$ cat src/rtl/handshake_elastic_fifo.sv
// -----------------------------------------------------------------------------
// handshake_elastic_fifo
//
// Multi-slot elastic FIFO for a dataflow valid/ready channel. It decouples a
// producer from a consumer that may stall. Both ins_ready and outs_valid
// come only from registered occupancy, so no combinational valid/ready path
// crosses the buffer.
//
// Handshake semantics (both sides): a token moves on a rising clk edge
// exactly when valid and ready are both 1 in that cycle. A producer that
// raises valid keeps it and its payload steady until the transfer.
// Ready is never a function of the partner's valid. While outs_valid=1 and
// outs_ready=0, outs holds its value.
//
// Parameters:
//   DATA_WIDTH - payload width in bits
//   NUM_SLOTS  - storage depth in tokens (>= 1, any value)
//
// Ports:
//   clk        - single clock, rising-edge active
//   rst        - synchronous active-high reset; discards all buffered tokens
//   ins        - incoming payload
//   ins_valid  - producer offers a token
//   ins_ready  - FIFO has a free slot (state only)
//   outs       - payload at the head of the FIFO
//   outs_valid - FIFO holds at least one token (state only)
//   outs_ready - consumer accepts the head token
//   count      - current occupancy, 0..NUM_SLOTS
// -----------------------------------------------------------------------------
module handshake_elastic_fifo #(
    parameter int DATA_WIDTH = 32,
    parameter int NUM_SLOTS  = 4,
    localparam int PTR_W     = (NUM_SLOTS > 1) ? $clog2(NUM_SLOTS) : 1,
    localparam int CNT_W     = $clog2(NUM_SLOTS + 1)
) (
    input  logic                  clk,
    input  logic                  rst,
    input  logic [DATA_WIDTH-1:0] ins,
    input  logic                  ins_valid,
    output logic                  ins_ready,
    output logic [DATA_WIDTH-1:0] outs,
    output logic                  outs_valid,
    input  logic                  outs_ready,
    output logic [CNT_W-1:0]      count
);

    localparam logic [PTR_W-1:0] LAST_PTR = PTR_W'(NUM_SLOTS - 1);
    localparam logic [CNT_W-1:0] FULL_CNT = CNT_W'(NUM_SLOTS);

    logic [DATA_WIDTH-1:0] mem [NUM_SLOTS];
    logic [PTR_W-1:0]      wr_ptr;
    logic [PTR_W-1:0]      rd_ptr;
    logic                  enq;
    logic                  deq;

    // Explicit wrap compare so depths that are not a power of two work.
    function automatic logic [PTR_W-1:0] next_ptr(input logic [PTR_W-1:0] p);
        return (p == LAST_PTR) ? '0 : p + PTR_W'(1);
    endfunction

    // A full FIFO stays not-ready even when the consumer drains this cycle:
    // the freed slot is offered on the following cycle, which keeps
    // outs_ready out of the ins_ready path.
    assign ins_ready  = (count != FULL_CNT);
    assign outs_valid = (count != '0);
    assign outs       = mem[rd_ptr];

    assign enq = ins_valid & ins_ready;
    assign deq = outs_valid & outs_ready;

    always_ff @(posedge clk) begin
        if (rst) begin
            wr_ptr <= '0;
            rd_ptr <= '0;
            count  <= '0;
            for (int i = 0; i < NUM_SLOTS; i++) begin
                mem[i] <= '0;
            end
        end else begin
            if (enq) begin
                mem[wr_ptr] <= ins;
                wr_ptr      <= next_ptr(wr_ptr);
            end
            if (deq) begin
                rd_ptr <= next_ptr(rd_ptr);
            end
            case ({enq, deq})
                2'b10:   count <= count + CNT_W'(1);
                2'b01:   count <= count - CNT_W'(1);
                default: count <= count;
            endcase
        end
    end

endmodule

$ cat config.mk
export PLATFORM = sky130hd
export DESIGN_NAME = handshake_elastic_fifo
export DESIGN_NICKNAME = d
export VERILOG_FILES = /design/src/rtl/handshake_elastic_fifo.sv
export SDC_FILE = /design/constraint.sdc
export NUM_CORES = 1
export LEC_CHECK = 0
export ABC_AREA = 1
export CAP_MARGIN = 20
export CORE_MARGIN = 4
export CORE_UTILIZATION = 30
export CTS_CLUSTER_SIZE = 25
export DETAILED_ROUTE_END_ITERATION = 12
export GPL_ROUTABILITY_DRIVEN = 0
export HOLD_SLACK_MARGIN = 0.03
export PLACE_DENSITY_LB_ADDON = 0.05
export SLEW_MARGIN = 40
export SYNTH_ARGS = -nofsm -noshare
export SYNTH_HDL_FRONTEND = slang
export SYNTH_SLANG_ARGS = --single-unit
$ cat constraint.sdc
create_clock -name clk -period 11.7 [get_ports clk]
set_input_delay 2.34 -clock clk [delete_from_list [all_inputs] [get_ports clk]]
set_output_delay 2.34 -clock clk [all_outputs]
set_load 0.01 [all_outputs]
==> results of run 1 <==
-- worst max-delay path by stage --
stage                     startpoint  slack, ns                        to
after floorplan                  rst       6.15   mem[0][0]$_SDFFCE_PN0P_
after global placement           rst       5.88  mem[0][14]$_SDFFCE_PN0P_
after detailed placement         rst       6.57  mem[1][14]$_SDFFCE_PN0P_
after CTS                   register       6.56                   outs[7]
after global routing        register       6.39                   outs[9]
final                       register       6.64                   outs[9]
-- cells by family after synthesis --
| logic type | after synthesis | synth area share (%) |
|---|---|---|
| adder cells (fa/ha/maj) | 4 | 0.960 |
| AND/OR/NAND/NOR | 219 | 15.9 |
| flip-flops | 137 | 67.1 |
| buffers and inverters | 85 | 6.34 |
| AO/OA/AOI/OAI | 107 | 9.66 |
-- worst reg2reg max path, delay by kind of cell (launching register included) --
family | cells | cell delay (ns)
buffers and inverters | 1 | 0.43
AND/OR/NAND/NOR | 2 | 1.29
flip-flops | 1 | 0.34
-- final cells by class --
type | instances | area (um2) | area share, %
sequential | 137 | 4030 | 53.3
multi-input combinational | 330 | 1650 | 21.9
timing repair buffer | 80 | 823 | 10.9
clock buffer | 29 | 500 | 6.63
tap | 265 | 332 | 4.39
inverter | 46 | 178 | 2.35
clock inverter | 3 | 40.0 | 0.530
-- layout by cell type, fill, tap and decap left out, types with 2 or more instances in the layout --
| cell type | instances |
|---|---|
| a21oi_1 | 2 |
| buf_4 | 4 |
| buf_8 | 3 |
| clkbuf_1 | 9 |
| clkbuf_16 | 17 |
| clkbuf_8 | 3 |
| clkdlybuf4s50_1 | 72 |
| clkinv_2 | 2 |
| dfxtp_1 | 7 |
| edfxtp_1 | 128 |
| ha_1 | 3 |
| inv_1 | 42 |
| inv_2 | 2 |
| inv_4 | 2 |
| nand2_1 | 8 |
| nand3_1 | 3 |
| nand4_4 | 2 |
| nor2_1 | 133 |
| nor2_2 | 2 |
| nor3_1 | 64 |
| o21ai_0 | 67 |
| o21ai_1 | 3 |
| o21ai_4 | 2 |
| o22ai_1 | 32 |
-- cells in the mapped netlist --
cell / n
nor2_1: 134
edfxtp_1: 128
o21ai_0: 69
nor3_1: 64
inv_1: 43
o22ai_1: 32
clkbuf_1: 20
buf_2: 13
dfxtp_1: 9
nand2_1: 9
buf_6: 6
nand3_1: 4
ha_1: 3
inv_2: 3
o21ai_1: 3
a21oi_1: 2
nand4_2: 2
nor2_2: 2
a21oi_2: 1
fa_1: 1
nand2_2: 1
nand4_1: 1
nand4_4: 1
or2_2: 1
-- metrics by stage --
stage,hold slack [ns],power [uW],cells,cell area [um2]
3_5_place_dp,0.516,1180,858,7010
6_report,0.521,1660,890,7550
4_1_cts,0.524,1680,890,7550
3_3_place_gp,0.501,1170,854,6910
2_1_floorplan,0.481,915,552,6000
5_1_grt,0.575,1760,890,7550
-- per-layer routing --
| metal | routed length [um] | GRT usage, % | vias to the layer above |
|---|---|---|---|
| met3 | 485 | 3.89 | 10 |
| met5 | 0 | 0 | - |
| met1 | 7420 | 19.1 | 2176 |
| met2 | 7950 | 26.0 | 85 |
| met4 | 155 | 3.43 | 0 |
| li1 | - | - | 2059 |
-- state kept, by name, summed over array words and instances, names as in the netlist, named ones only --
register,cells
mem,128
count,3
rd_ptr,2
wr_ptr,2
-- power by group through the flow --
stage | combinational [uW] | sequential [uW] | clock, uW
after floorplan | 275 | 640 | 0
after global placement | 519 | 649 | 0
after detailed placement | 533 | 650 | 0
after CTS | 536 | 641 | 509
after global routing | 579 | 647 | 533
final | 523 | 640 | 501
==> summary.md, run 1 <==
| Metric | Value |
|---|---|
| Outcome | complete, no violations |
| Clock buffer depth | 2 |
| Yosys top cell area share | 64.1% |
| H-tree depth | 4 |
| # IOs | 73 |
| CP max FO | 65 |
| Pre-CTS setup slack | 6.57 ns |
| CTS root buffer | clkbuf_16 |
| R2R depth | 3 |
| Final Hold Vio Count | 0 |
| CTS resizes | 0 |
| CP endpoint kind | output pin |
| 1st-iter DRT viols | 280 |
| Via Count | 4330 |
| Total negative slack | 0 ns |
| Post-route antenna net violation count | 0 |
| Layout area overhead | 26.0% |
| CP top delay family | buffers and inverters |
| CTS Buf Count | 17 |
| CTS hold repair buffers | 0 |
| Crit-path max cell delay | 0.58 ns |
| Vias in the first global route | about 4600 |
| Mapped Cells | 552 |
| Hold_sp | rd_ptr[0]$_SDFFE_PP0P_ |
| Fillers | just under 2000 |
| WL/cell | 18.0 um |
| Max Transition Viols Final | 0 |
| Int Power | between 1000 and 1500 uW |
| Final core utilization | 38.6% |
| Sequential power share | 38.4% |
| CP Class | reg -> out |
| NetSw | 527 uW |
| Required time of the critical path | 9.36 ns |
| Flop-to-flop setup slack | 9.26 ns |
| Tightest Pin Transition | 0.767 ns |
| Final period util | a little over two fifths |
| Arr. time, crit path | 2.72 ns |
| Antenna violations before repair | 0 |
| Vias/cell | a little under 5 |
| Residual DRC count | 0 |
| Total clock sinks | ~140 |
| Share of cells above drive strength 1 | roughly 8.0% |
| Hold path depth | 2 |
| Synth area leaders | edfxtp_1 64%, nor2_1 8.4%, o21ai_0 5.8% |
| Starting Density | 30.6% |
| Gr ovfl total | 0 |
| Post-route setup slack | 6.64 ns |
| Global-route wire length before repair | 25600 um |
| Clk pwr share | 30.1% |
| DIE WIDTH | 149 um |
| Die area | 0.0223 mm2 |
| Postcts setup bufs | 0 |
| Core ar. | 0.0196 mm2 |
| CP Depth | 5 |
| Die Ht | approximately 150 um |
| # rows | 51 |
| Setup Viol. Count Final | 0 |
| CTS clock-pin slew for the worst setup and hold paths | 0.05 ns |
| Reg2reg start | wr_ptr[1]$_SDFFE_PP0P_ |
| PD cells | 220 mW/mm2 |
| Worst slew margin | between 40 and 50% |
| Diode count | 0 |
| Peak supply drop | ~0.15 mV |
| RSZ-0062 raised after global routing | no |
| Routed wire length | 16000 um |
| Yosys warns | 0 |
| Post-Syn Nets | 592 |
| Static Leak | 0.00279 uW |
| Max-Cap Viols | 0 |
| Pin count of the biggest net entering global routing | 66 |
| Register bit total from synthesis | 137 |
| Detailed placement HPWL | 8890 um |
| Critical-path cell list | buf_4 > inv_4 > o21ai_0 > o22ai_1 > clkdlybuf4s50_1 |
| Synthesized cell area | around 0.006 mm2 |
| CP Buf/Inv Count | 3 |
| CP max stage cell | buf_4 |
| CTS tree | yes |
| Synth cell types | 24 |
| Type of the worst min-delay path | reg -> reg |
| IO buf count | 72 |
| Sequential fraction of the synthesis area | around 67% |
| Fmax | 198 MHz |
| Setup Skew | 0.0101 ns |
| Reg2reg end | mem[1][21]$_SDFFCE_PN0P_ |
| Switching share of power | 31.7% |
| Post-route minimum period | 5.06 ns |
| Nets | around 650 |
| Combinational cell fraction of total power | between 30% and 40% |
| Clk Latency, worst-skew pair | 0.41 ns |
| Synth area leader | edfxtp_1 |
| First-pass DRT Iterations | 4 |
| Mean area per synthesized cell | 10.9 um2 |
| Worst Setup Start Kind | register |
| All-layer global routing usage | between 15 and 20% |
Note: power is estimated with default switching activity, not from simulation.
==> run 2, diff against run 1 <==
- clock period: 11.7 -> 5.1 ns (I/O delays scaled with it)
==> run 2 against run 1 <==
Against the previous run:
- core utilization fell by 0.25 points
- count of clock-buffer cells in the layout fell by 8
- power rose by 130%
- cell count did not move
- sequential share of layout area rose by 0.35 points
- worst hold slack got worse by 0.00055 ns
- first-iteration DRC count fell by 13%
- wire length fell by 1.1%
- critical path depth did not move
- largest cell class unchanged
- highest routed layer unchanged
==> summary.md, run 2 (synthesis gave the netlist of run 1 again) <==
| Metric | Value |
|---|---|
| Outcome | complete, no violations |
| CP max FO | 22 (-66%) |
| Global-route wire length before repair | 25200 um (-1.4%) |
| Max reg flops | 128 (unchanged) |
| CTS hold repair buffers | 0 (unchanged) |
| Final period util | 69.6% |
| Antenna violations before repair | 0 (unchanged) |
| RSZ-0062 raised after global routing | no |
| Pin count of the biggest net entering global routing | 65 (-1.5%) |
| 1st-iter DRT viols | 245 (-13%) |
| Peak supply drop | 0.329 mV (+120%) |
| Diode count | 0 (unchanged) |
| Required time of the critical path | 5.18 ns (-4.18 ns) |
| First-pass DRT Iterations | 4 (unchanged) |
| Fmax | ~280 MHz |
| Die area | 0.0223 mm2 (unchanged) |
| Worst Setup Start Kind | input port |
| Routed wire length | 15800 um (-1.1%) |
| Met1 usage | 19.2% (+0.10 points) |
| CP Class | in -> reg |
| Commonest cells after routing, fill and taps aside | 133 x nor2_1, 128 x edfxtp_1, 72 x clkdlybuf4s50_1, 67 x o21ai_0, 64 x nor3_1 |
| Clk Latency, worst-skew pair | 0.41 ns (about the same) |
| Share of cells above drive strength 1 | 8.48% (+0.48 points) |
| Post-route antenna net violation count | 0 (unchanged) |
| Detailed placement HPWL | 8870 um (-0.16%) |
| Commonest non-fill, non-tap cell in the layout | nor2_1 |
| Worst slew margin | 48.5% (-0.38 points) |
| Switching share of power | 31.8% (+0.16 points) |
| Die Ht | 149 um (unchanged) |
| Clk pwr share | 30.5% (+0.4 points) |
| Final instance area | 0.00750 mm2 (-0.65%) |
| Biggest register | mem |
| H-tree depth | 4 (unchanged) |
| Max Transition Viols Final | 0 (unchanged) |
| Tightest Pin Transition | 0.772 ns (+0.00452 ns) |
| CTS tree | yes |
| Nets | 652 (unchanged) |
| WL/cell | 17.8 um (-1.1%) |
| IO buf count | 72 (unchanged) |
| CTS clock-pin slew for the worst setup and hold paths | 0.06 ns (about the same) |
| Int Power | 2600 uW (+130%) |
| Setup Viol. Count Final | 0 (unchanged) |
| Postcts setup bufs | 0 (unchanged) |
| Arr. time, crit path | 3.63 ns (+0.91 ns) |
| # rows | 51 (unchanged) |
| Starting Density | 30.6% (unchanged) |
| Layout area overhead | 25.1% |
| Clock buffer depth | 2 (unchanged) |
| Post-route minimum period | 3.55 ns |
| Residual DRC count | 0 (unchanged) |
| Via Count | 4270 (-1.4%) |
| All-layer global routing usage | 15.0% (-0.092 points) |
| # IOs | 73 (unchanged) |
| Gr ovfl total | 0 (unchanged) |
| Total clock sinks | 137 (unchanged) |
| Type of the worst min-delay path | reg -> reg |
| CTS root buffer | clkbuf_16 |
| Fillers | 1969 (-0.51%) |
| Vias in the first global route | 4446 (-3.3%) |
| Total negative slack | 0 ns (unchanged) |
| Largest registers | mem x128, count x3 |
| Core ar. | 0.0196 mm2 (unchanged) |
| PD cells | 508 mW/mm2 (+130%) |
| Final Hold Vio Count | 0 (unchanged) |
| Met2 usage | 25.4% (-0.52 points) |
| DIE WIDTH | 149 um (unchanged) |
| CTS Buf Count | 17 (unchanged) |
| Most used routing layer | met2 |
| Met3 capacity usage during global routing | 3.31% (-0.58 points) |
| CP endpoint kind | register |
| Static Leak | 0.00278 uW (-0.44%) |
| Combinational cell fraction of total power | 30.9% (-0.5 points) |
| CTS resizes | 0 (unchanged) |
| Max-Cap Viols | 0 (unchanged) |
| Placed cell area | 0.00695 mm2 (-0.80%) |
| Setup Skew | 0.00670 ns (-0.00338 ns) |
| Sequential power share | 38.6% (+0.2 points) |
| Vias/cell | 4.80 (-1.4%) |
| NetSw | 1210 uW (+130%) |
## run 2: cell types whose count changed in the layout (fill, tap and decap cells not counted), moves of 2 or more
cell / delta
buf_4: +4
buf_8: -3
clkinv_1: +2
clkbuf_8: -3
clkbuf_1: -5
clkinv_2: +4
## run 2: critical path, stage by stage
cell	delay, ns
clkdlybuf4s50_1	0.39
inv_1	0.53
nand4_2	0.67
o21ai_4	0.60
buf_4	0.41
## run 2: path summary, 6_finish.rpt
| check | cells past startpoint | slack (ns) | startpoint | endpoint |
|---|---|---|---|---|
| min reg2reg | 2 | 0.52 | rd_ptr[1]$_SDFFE_PP0P_ | register |
| min | 2 | 0.52 | rd_ptr[1]$_SDFFE_PP0P_ | register |
| max | 5 | 1.55 | rst | mem[2][12]$_SDFFCE_PN0P_ |
| max reg2reg | 5 | 2.41 | wr_ptr[1]$_SDFFE_PP0P_ | mem[0][8]$_SDFFCE_PN0P_ |
## run 2: metal layers
| layer | up-vias | part of all wire (%) |
|---|---|---|
| li1 | 2064 | - |
| met1 | 2110 | 46 |
| met2 | 81 | 50 |
| met3 | 15 | 3.4 |
| met4 | 0 | 1.2 |
| met5 | - | 0 |
## run 2: layout make-up
| type | instances | area [um2] | share of cell area [%] |
|---|---|---|---|
| clock buffers | 21 | 440 | 5.87 |
| clock inverters | 11 | 105 | 1.40 |
| inverters | 46 | 175 | 2.33 |
| multi-input cells | 330 | 1640 | 21.9 |
| flip-flops and latches | 137 | 4030 | 53.7 |
| well taps | 265 | 332 | 4.42 |
| repair buffers | 80 | 781 | 10.4 |
## run 2: power by group through the flow
stage          clock network, uW  logic [uW]  registers (uW)
6_report                    1160        1180            1470
5_1_grt                     1240        1300            1490
4_1_cts                     1180        1210            1470
3_5_place_dp                   0        1200            1500
3_3_place_gp                   0        1200            1490
2_1_floorplan                  0         630            1470
## run 2: metrics by stage
step	instances	hold slack [ns]	util, %	power, uW	setup slack, ns
after floorplan	552	0.481	-	2100	0.874
after global placement	858	0.500	35.4	2690	1.19
after detailed placement	858	0.512	35.5	2700	1.08
after CTS	890	0.522	38.3	3860	1.53
after global routing	890	0.567	38.3	4030	1.31
final	890	0.521	38.3	3810	1.55
==> run 3, diff against run 2 <==
- clock period: 5.1 -> 3.2 ns (I/O delays scaled with it)
==> run 3 against run 2 <==
Against the previous run:
- non-clock buffer count grew 13
- register-to-register slack worse by 1.2 ns
- wire length grew 3.2%
- power increased by 58%
- sequential share of layout area fell by 0.32 points
- combinational power is 66% higher
- cell count rose by 1.0%
- critical endpoint is now outs[9]
==> summary.md, run 3 (synthesis gave the netlist of run 1 again) <==
| Metric | Value |
|---|---|
| Core ar. | 0.0196 mm2 (unchanged) |
| Fillers | 1970 (+0.051%) |
| Biggest register | mem |
| WL/cell | 18.2 um (+2.2%) |
| CP max stage cell | clkdlybuf4s50_1 |
| Starting Density | 30.6% (unchanged) |
| Post-route minimum period | 2.87 ns |
| Die area | 0.0223 mm2 (unchanged) |
| FF/Latch Area | 0.00403 mm2 (about the same) |
| CP max FO | 18 (-18%) |
| Die Ht | 149 um (unchanged) |
| CTS tree | yes |
| Clk Latency, worst-skew pair | 0.42 ns (about the same) |
| Pin count of the biggest net entering global routing | 43 (-34%) |
| Total negative slack | 0 ns (unchanged) |
| Setup Skew | 0.00728 ns (+0.000574 ns) |
| CP endpoint kind | output pin |
| CTS hold repair buffers | 0 (unchanged) |
| CP Buf/Inv Count | 3 (unchanged) |
| Int Power | 4080 uW (+57%) |
| Gr ovfl total | 0 (unchanged) |
| Routed wire length | 16300 um (+3.2%) |
| Final period util | 89.6% |
| # rows | 51 (unchanged) |
| Commonest non-fill, non-tap cell in the layout | nor2_1 |
| Peak supply drop | 0.406 mV (+23%) |
| Setup Viol. Count Final | 0 (unchanged) |
| Static Leak | 0.00282 uW (+1.2%) |
| # IOs | 73 (unchanged) |
| Outcome | complete, no violations |
| Nets | 665 (+2.0%) |
| Layout area overhead | 25.8% |
| Share of cells above drive strength 1 | 9.15% (+0.67 points) |
| Antenna violations before repair | 0 (unchanged) |
| Arr. time, crit path | 2.23 ns (-1.40 ns) |
| CTS Buf Count | 17 (unchanged) |
| CP top delay family | buffers and inverters |
| Commonest cells after routing, fill and taps aside | 133 x nor2_1, 128 x edfxtp_1, 72 x clkdlybuf4s50_1, 67 x o21ai_0, 64 x nor3_1 |
| Worst slew margin | 65.0% (+17 points) |
| RSZ-0062 raised after global routing | no |
| Post-route antenna net violation count | 0 (unchanged) |
| H-tree depth | 4 (unchanged) |
| Sequential power share | 38.8% (+0.2 points) |
| NetSw | 1930 uW (+59%) |
| Fmax | 349 MHz |
| Vias in the first global route | 4552 (+2.4%) |
| PD cells | 796 mW/mm2 (+57%) |
| Largest registers | mem x128, count x3 |
| 1st-iter DRT viols | 213 (-13%) |
| IO buf count | 72 (unchanged) |
| Switching share of power | 32.1% (+0.23 points) |
| Detailed placement HPWL | 9720 um (+9.5%) |
| Type of the worst min-delay path | reg -> reg |
| First-pass DRT Iterations | 4 (unchanged) |
| Vias/cell | 4.78 (-0.40%) |
| Diode count | 0 (unchanged) |
| Via Count | 4296 (+0.61%) |
| Final Hold Vio Count | 0 (unchanged) |
| CTS clock-pin slew for the worst setup and hold paths | 0.06 ns (about the same) |
| CP Class | reg -> out |
| Global-route wire length before repair | 25700 um (+1.9%) |
| Clk pwr share | 28.6% (-1.9 points) |
| Total power draw | 6000 uW (+58%) |
| Required time of the critical path | 2.56 ns (-2.62 ns) |
| Max reg flops | 128 (unchanged) |
| Critical-path cell list | inv_2 > buf_4 > o21ai_0 > o22ai_1 > clkdlybuf4s50_1 |
| Total clock sinks | 137 (unchanged) |
| Crit-path max cell delay | 0.59 ns (-0.08 ns) |
| Residual DRC count | 0 (unchanged) |
| Multi-input combinational cell area | 0.00162 mm2 (-1.1%) |
| Tightest Pin Transition | 0.525 ns (-0.247 ns) |
| Postcts setup bufs | 0 (unchanged) |
| All-layer global routing usage | 15.2% (+0.25 points) |
| Combinational cell fraction of total power | 32.6% (+1.7 points) |
| Clock buffer depth | 2 (unchanged) |
| DIE WIDTH | 149 um (unchanged) |
| Max-Cap Viols | 0 (unchanged) |
| CTS resizes | 0 (unchanged) |
| Worst Setup Start Kind | register |
| Max Transition Viols Final | 0 (unchanged) |
| CTS root buffer | clkbuf_16 |
[run 3: cell count changes in the layout (fill, tap and decap cells not counted), sizes merged]
cell      change
bufinv        -1
buf          +13
clkinv        -1
clkinvlp      -1
clkbuf        -1
[run 3: worst min-delay path: cells and delay by family (launching register included)]
| kind | cells | cell delay (ns) |
|---|---|---|
| and+or+nand+nor | 2 | 0.17 |
| DFF | 1 | 0.33 |
[run 3: worst paths after layout]
check | startpoint | endpoint | slack, ns | cells past startpoint
max | register | outs[9] | 0.33 | 5
min | rd_ptr[0]$_SDFFE_PP0P_ | rd_ptr[0]$_SDFFE_PP0P_ | 0.55 | 2
min reg2reg | rd_ptr[0]$_SDFFE_PP0P_ | rd_ptr[0]$_SDFFE_PP0P_ | 0.55 | 2
max reg2reg | count[0]$_SDFFE_PP0P_ | count[2]$_SDFFE_PP0P_ | 1.19 | 11
[run 3: power by group through the flow]
stage | clock [uW] | sequential (uW) | combinational (uW)
6_report | 1720 | 2330 | 1960
5_1_grt | 1830 | 2350 | 2170
4_1_cts | 1760 | 2330 | 2010
3_5_place_dp | 0 | 2360 | 2000
3_3_place_gp | 0 | 2360 | 2000
2_1_floorplan | 0 | 2340 | 1010
[run 3: final cells by class]
type                       instances  share of cell area, %
clock inverter                     8                  0.780
timing repair buffer              93                   11.8
clock buffer                      20                   5.79
tap                              265                   4.40
inverter                          46                   2.32
multi-input combinational        330                   21.5
sequential                       137                   53.4
[run 3: routing by layer]
metal / vias to the layer above / GRT usage [%] / routed length, um
li1: 2081 / - / -
met1: 2117 / 19.7 / 7640
met2: 79 / 25.4 / 7870
met3: 19 / 3.46 / 575
met4: 0 / 4.99 / 265
met5: - / 0 / 0
[run 3: stage by stage]
| stage | utilization (%) | worst slack, ns | hold slack (ns) | area, um2 | cells |
|---|---|---|---|---|---|
| after detailed placement | 36.0 | 0.630 | 0.539 | 7050 | 871 |
| after floorplan | - | 0.221 | 0.481 | 6000 | 552 |
| after global routing | 38.5 | 0.165 | 0.597 | 7540 | 899 |
| final | 38.5 | 0.333 | 0.551 | 7540 | 899 |
| after global placement | 36.0 | 0.653 | 0.544 | 7050 | 871 |
| after CTS | 38.5 | 0.268 | 0.556 | 7540 | 899 |
